$ cat config.mk
export PLATFORM = sky130hd
export DESIGN_NAME = pipe_hazard_ctrl
export DESIGN_NICKNAME = d
export VERILOG_FILES = /design/src/rtl/pipe_hazard_ctrl_pkg.sv /design/src/rtl/pipe_hazard_ctrl_fwd_unit.sv /design/src/rtl/pipe_hazard_ctrl.sv
export SDC_FILE = /design/constraint.sdc
export NUM_CORES = 1
export LEC_CHECK = 0
export BUFFER_PORTS_ARGS = -buffer_cell sky130_fd_sc_hd__buf_2
export CORE_MARGIN = 10
export CORE_UTILIZATION = 56
export CTS_BUF_LIST = sky130_fd_sc_hd__clkbuf_16
export CTS_CLUSTER_SIZE = 30
export DETAILED_ROUTE_END_ITERATION = 8
export MAX_ROUTING_LAYER = met4
export PLACE_DENSITY = 0.86
export SYNTH_ARGS = -nofsm -noshare
export SYNTH_HDL_FRONTEND = slang
export SYNTH_HIERARCHICAL = 1
export SYNTH_SLANG_ARGS = --single-unit
$ cat constraint.sdc
create_clock -name clk -period 8 [get_ports clk]
set_clock_uncertainty 0.1 [all_clocks]
set_input_delay 1.6 -clock clk [delete_from_list [all_inputs] [get_ports clk]]
set_output_delay 1.6 -clock clk [all_outputs]
set_load 0.01 [all_outputs]
$ cat src/rtl/pipe_hazard_ctrl_pkg.sv
// Shared encodings for the pipeline hazard controller: forward selects, FSM states, stage bit positions.
package pipe_hazard_ctrl_pkg;

    localparam logic [1:0] FWD_RF      = 2'b00;
    localparam logic [1:0] FWD_MEM_ALU = 2'b01;
    localparam logic [1:0] FWD_MEM_LD  = 2'b10;
    localparam logic [1:0] FWD_WB      = 2'b11;

    localparam logic [1:0] ST_RUN   = 2'b00;
    localparam logic [1:0] ST_FLUSH = 2'b01;
    localparam logic [1:0] ST_HALT  = 2'b10;

    // Bit positions inside stage_en / stage_rst, ordered {wb,mem,exe,id,if}
    localparam int STG_IF  = 0;
    localparam int STG_ID  = 1;
    localparam int STG_EXE = 2;
    localparam int STG_MEM = 3;
    localparam int STG_WB  = 4;

    typedef logic [4:0] stage_vec_t;

endpackage

$ cat src/rtl/pipe_hazard_ctrl_fwd_unit.sv
// Forward-select for one EXE operand: MEM result beats WB result, register 0 is never forwarded.
// Purely combinational, no state.
module pipe_hazard_ctrl_fwd_unit
    import pipe_hazard_ctrl_pkg::*;
#(
    parameter int AW = 5
) (
    input  logic [AW-1:0] src_addr,
    input  logic          mem_wen,
    input  logic [AW-1:0] mem_waddr,
    input  logic          mem_mem_ren,
    input  logic          wb_wen,
    input  logic [AW-1:0] wb_waddr,
    output logic [1:0]    fwd_sel
);

    logic mem_hit;
    logic wb_hit;

    assign mem_hit = mem_wen && (mem_waddr == src_addr) && (src_addr != '0);
    assign wb_hit  = wb_wen  && (wb_waddr  == src_addr) && (src_addr != '0);

    always_comb begin
        fwd_sel = FWD_RF;
        if (mem_hit) begin
            fwd_sel = mem_mem_ren ? FWD_MEM_LD : FWD_MEM_ALU;
        end else if (wb_hit) begin
            fwd_sel = FWD_WB;
        end
    end

endmodule

$ cat src/rtl/pipe_hazard_ctrl.sv
// Five-stage pipeline hazard control: operand forwarding, load-use stall, branch squash, perf counters.
// Optional single-step debug halt when PIPE_HAZARD_DEBUG_EN is defined (adds debug_en / debug_step).
module pipe_hazard_ctrl
    import pipe_hazard_ctrl_pkg::*;
#(
    parameter int AW         = 5,
    parameter int BR_PENALTY = 3,
    parameter int CW         = 32
) (
    input  logic          clk,
    input  logic          rst,
    input  logic [AW-1:0] id_rs_addr,
    input  logic [AW-1:0] id_rt_addr,
    input  logic          id_rs_used,
    input  logic          id_rt_used,
    input  logic          id_is_branch,
    input  logic [AW-1:0] exe_rs_addr,
    input  logic [AW-1:0] exe_rt_addr,
    input  logic          exe_wen,
    input  logic [AW-1:0] exe_waddr,
    input  logic          exe_mem_ren,
    input  logic          mem_wen,
    input  logic [AW-1:0] mem_waddr,
    input  logic          mem_mem_ren,
    input  logic          wb_wen,
    input  logic [AW-1:0] wb_waddr,
`ifdef PIPE_HAZARD_DEBUG_EN
    input  logic          debug_en,
    input  logic          debug_step,
`endif
    output logic [1:0]    fwd_a,
    output logic [1:0]    fwd_b,
    output logic [4:0]    stage_en,
    output logic [4:0]    stage_rst,
    output logic [CW-1:0] stall_cnt,
    output logic [CW-1:0] flush_cnt
);

    localparam logic [1:0] BR_LOAD = 2'(BR_PENALTY);

    logic [1:0] sel_a;
    logic [1:0] sel_b;

    pipe_hazard_ctrl_fwd_unit #(.AW(AW)) u_fwd_a (
        .src_addr    (exe_rs_addr),
        .mem_wen     (mem_wen),
        .mem_waddr   (mem_waddr),
        .mem_mem_ren (mem_mem_ren),
        .wb_wen      (wb_wen),
        .wb_waddr    (wb_waddr),
        .fwd_sel     (sel_a)
    );

    pipe_hazard_ctrl_fwd_unit #(.AW(AW)) u_fwd_b (
        .src_addr    (exe_rt_addr),
        .mem_wen     (mem_wen),
        .mem_waddr   (mem_waddr),
        .mem_mem_ren (mem_mem_ren),
        .wb_wen      (wb_wen),
        .wb_waddr    (wb_waddr),
        .fwd_sel     (sel_b)
    );

    assign fwd_a = rst ? FWD_RF : sel_a;
    assign fwd_b = rst ? FWD_RF : sel_b;

    logic load_use;

    assign load_use = exe_mem_ren && exe_wen && (exe_waddr != '0) &&
                      ((id_rs_used && (id_rs_addr == exe_waddr)) ||
                       (id_rt_used && (id_rt_addr == exe_waddr)));

    logic [1:0] state_q;
    logic [1:0] state_d;
    logic [1:0] work_state;
    logic [1:0] work_next;
    logic [1:0] flush_left_q;
    logic [1:0] flush_left_d;
    logic       adv;

`ifdef PIPE_HAZARD_DEBUG_EN
    logic       step_q;
    logic       step_prev_q;
    logic [1:0] resume_q;

    // While halted the pipeline runs only on the cycle after a step edge, using the state saved on entry
    assign adv        = (state_q != ST_HALT) || (step_q && !step_prev_q);
    assign work_state = (state_q == ST_HALT) ? resume_q : state_q;
    assign state_d    = debug_en ? ST_HALT : work_next;

    always_ff @(posedge clk) begin
        if (rst) begin
            step_q      <= 1'b0;
            step_prev_q <= 1'b0;
            resume_q    <= ST_RUN;
        end else begin
            step_q      <= debug_step;
            step_prev_q <= step_q;
            resume_q    <= work_next;
        end
    end
`else
    assign adv        = 1'b1;
    assign work_state = state_q;
    assign state_d    = work_next;
`endif

    stage_vec_t en_v;
    stage_vec_t rst_v;
    logic       stall_inc;
    logic       flush_inc;

    always_comb begin
        work_next    = work_state;
        flush_left_d = flush_left_q;
        en_v         = '1;
        rst_v        = '0;
        stall_inc    = 1'b0;
        flush_inc    = 1'b0;
        if (!adv) begin
            en_v = '0;
        end else begin
            if (load_use) begin
                en_v[STG_IF]   = 1'b0;
                en_v[STG_ID]   = 1'b0;
                rst_v[STG_EXE] = 1'b1;
                stall_inc      = 1'b1;
            end
            // A stall takes priority: a branch waits in ID, a flush freezes its countdown
            case (work_state)
                ST_FLUSH: begin
                    if (!load_use) begin
                        rst_v[STG_ID] = 1'b1;
                        flush_inc     = 1'b1;
                        flush_left_d  = flush_left_q - 2'd1;
                        if (flush_left_q <= 2'd1) begin
                            work_next = ST_RUN;
                        end
                    end
                end
                default: begin
                    if (id_is_branch && !load_use) begin
                        work_next    = ST_FLUSH;
                        flush_left_d = BR_LOAD;
                    end
                end
            endcase
        end
    end

    assign stage_en  = rst ? 5'b11111 : en_v;
    assign stage_rst = rst ? 5'b11111 : rst_v;

    always_ff @(posedge clk) begin
        if (rst) begin
            state_q      <= ST_RUN;
            flush_left_q <= 2'd0;
            stall_cnt    <= '0;
            flush_cnt    <= '0;
        end else begin
            state_q      <= state_d;
            flush_left_q <= flush_left_d;
            if (stall_inc && (stall_cnt != '1)) begin
                stall_cnt <= stall_cnt + 1'b1;
            end
            if (flush_inc && (flush_cnt != '1)) begin
                flush_cnt <= flush_cnt + 1'b1;
            end
        end
    end

endmodule
==> impl_metrics.tcl <==
set metrics [dict create \
    final.period_utilization 0.621 \
    worstSetupPathDepth 8 \
    yosysUniqueCellTypes 48 \
    p_leak_nw 1.87 \
    dp_cells 700 \
    drv_cap 0 \
    tns_ns 0 \
    pwr-share-clk 0.489 \
    r2r_start "stall_cnt[12]" \
    critPathMostFrequentCell "buf_2" \
    worst_slew_pin_slew_ns 1.15 \
    drt_iter0_markers 291 \
    yosys.area.top_type "dfxtp_1" \
    dp_hpwl_mm 8.54 \
    wirelength_mm 11.6 \
    die_h_um 106 \
    utilization 0.690 \
    syn_avg_cell_area_um2 8.06 \
    power_frac_seq 0.431 \
    clock-root-buffer "clkbuf_16" \
    grt_pass1_wl_mm 19.6 \
    slowest_delay_ns 0.42 \
    clock_sinks 67 \
    hold_buffers 0 \
    cts_setup_buffers 0 \
    rrSetupSlack_ns 4.96 \
    synth_cells 513 \
    syn_area_mm2 0.00413 \
    gr-total-overflow 0 \
    ir_drop_v 0.000111 \
    cts_max_level 3 \
    wl_per_cell_um 16.2 \
    nFillCells 615 \
    grt_pass1_vias 4239 \
    ys.flop_type "dfxtp_1" \
    final_layout_size_suffix_gt1_frac 0.258 \
    core_mm2 0.00721 \
    synth_common_cells "dfxtp_1 (67), a21oi_1 (48), nand2_1 (32), nand4_1 (32), nor2_1 (28)" \
    grt_util_all_layers 0.208 \
    yosys_warnings 6 \
    min_path_type "register to register" \
    postPlaceCellArea_mm2 0.00468 \
    viasPerCell 6.07 \
    portBuffers 119 \
    antenna_found_initial 0 \
    synth_top_cell_area_share 0.324 \
    ys_seq_elements 67 \
    swShare 0.238 \
    register_area_mm2 0.00134 \
    fp-row-count 31 \
    area_growth_pct 20.4 \
    synth.most_common_cell "dfxtp_1" \
    crit_path_start "exe_waddr[3]" \
    r2r_cells 6 \
    cts_made_buffers 9 \
    slew_headroom 0.232 \
    stdcell_area_mm2 0.00498 \
    hold_viol 0 \
    place_congestion 0.885 \
    slowest_stage "buf_4" \
    cp-end-kind "output port" \
    crit_chain "buf_2, xnor2_1, nand4_1, o22ai_1, and2_1, buf_4, nand2_1, buf_2" \
    start_util 0.573 \
    insertedDiodeCount 0 \
    worstSetupStartpointType "primary input" \
    die_w_um 106 \
    clk_pin_slew_ns 0.05 \
    drc 0 \
    worstPathRequired_ns 6.30 \
    pin_count 123 \
    synth-edff-count 0 \
    firstDrtPassIters 5 \
    cts_tree "done" \
    clock.fmax_ghz 0.201 \
    die-area_mm2 0.0112 \
    crit_end "stage_en[1]" \
    postSynth.asyncResetShare 0 \
    switchingPower_mw 0.188 \
    synthTopCellsByArea "dfxtp_1 (32%), a21oi_1 (5.8%), or4_1 (4.9%)" \
    clk_latency_ns 0.33 \
    nets 660 \
    crit_buf_inv 3 \
    grt_start_max_net_pins 83 \
    critPathKind "primary input to output port" \
    slew_violations 0 \
    critical-path-top-delay-family "buffers and inverters" \
    p_per_area_mw_per_mm2 159 \
    finalSetupViolCount 0 \
    rsz0062_at_grt "no" \
    intPower_mw 0.602 \
    crit_arrival_ns 3.27 \
    min_period_ns 4.97 \
    power_frac_comb 0.080 \
    final_antenna_net_count 0 \
    final_cell_count_no_fill 716 \
    cts_buffer_depth 2 \
    multi_input_area_mm2 0.00255 \
    status "finished, final reports clean" \
    path_max_fanout 59 \
    post_cts_resized 0 \
    ys_seq_area_frac 0.324 \
    timing.rr.end "stall_cnt[11]" \
    vias 4343 \
]
==> routing by layer <==
metal | vias to the layer above | routed length [um] | global-route usage
li1 | 2122 | - | -
met1 | 2022 | 5000 | 0.244
met2 | 180 | 5560 | 0.337
met3 | 19 | 840 | 0.0459
met4 | 0 | 214 | 0.0851
met5 | - | 0 | -
==> sequential cells by signal, indices dropped and copies added (netlist names) <==
signal        cells
state_q           1
flush_cnt        32
flush_left_q      2
stall_cnt        32
==> kinds of logic after synthesis <==
kind of cell | synth area share
xor gates and xnor gates | 0.0657
muxes | 0.0484
AOI/OAI and AO/OA | 0.153
DFF | 0.324
other | 0.000907
adders and majority gates | 0.00908
and+or+nand+nor | 0.339
buffers and inverters | 0.0593
==> power by group through the flow <==
| stage | Combinational, mW | Clock, mW | Sequential (mW) |
|---|---|---|---|
| global route | 0.0703 | 0.406 | 0.341 |
| CTS | 0.0634 | 0.389 | 0.340 |
| floorplan | 0.0427 | 0 | 0.346 |
| finish | 0.0630 | 0.387 | 0.340 |
| global placement | 0.0597 | 0 | 0.347 |
| detailed placement | 0.0631 | 0 | 0.347 |
==> worst min-delay path by stage <==
| stage | depth (start not counted) | from | endpoint | slack [ns] |
|---|---|---|---|---|
| 2_1_floorplan | 1 | flush_left_q[0] | flush_left_q[0] | 0.36 |
| 3_3_place_gp | 1 | flush_left_q[0] | flush_left_q[0] | 0.37 |
| 3_5_place_dp | 2 | stall_cnt[7] | stall_cnt[7] | 0.39 |
| 4_1_cts | 2 | stall_cnt[7] | stall_cnt[7] | 0.40 |
| 5_1_grt | 2 | flush_cnt[7] | flush_cnt[7] | 0.43 |
| 6_report | 2 | stall_cnt[7] | stall_cnt[7] | 0.40 |
==> stage by stage <==
| stage | power (mW) | hold slack [ns] | setup slack [ns] |
|---|---|---|---|
| global placement | 0.407 | 0.374 | 3.07 |
| floorplan | 0.389 | 0.361 | 3.12 |
| finish | 0.790 | 0.400 | 3.03 |
| CTS | 0.793 | 0.403 | 3.04 |
| detailed placement | 0.411 | 0.395 | 3.06 |
| global route | 0.817 | 0.435 | 2.81 |
==> layout by cell type, fill, tap and decap left out, drive strengths merged, types with 3 or more instances in the layout <==
cell and count:
dfxtp 67, nor3 8, inv 14, nand2 33, ha 3, nand3 28
mux2i 5, clkbuf 9, o41ai 4, or2 3, and2 3, nor4 17
and3 9, mux2 13, or4 30, nor2b 16, or3 23, nand4 32
nor2 30, xor2 9, a21oi 48, clkinv 4, o31ai 23, and4 5
buf 121, conb 3, xnor2 22, o21ai 21
==> tightest hold or removal path: stages, from the launching register on <==
cell,delay [ns]
dfxtp_1,0.33
o31ai_1,0.07
a21oi_1,0.06
==> area by class of cell <==
cell class	count	area share
clock inverters	7	0.0138
flip-flops and latches	67	0.269
clock buffers	9	0.0452
repair buffers	121	0.123
inverters	14	0.0106
well taps	99	0.0249
multi-input cells	399	0.513
Power figures use the tool's default switching activity.
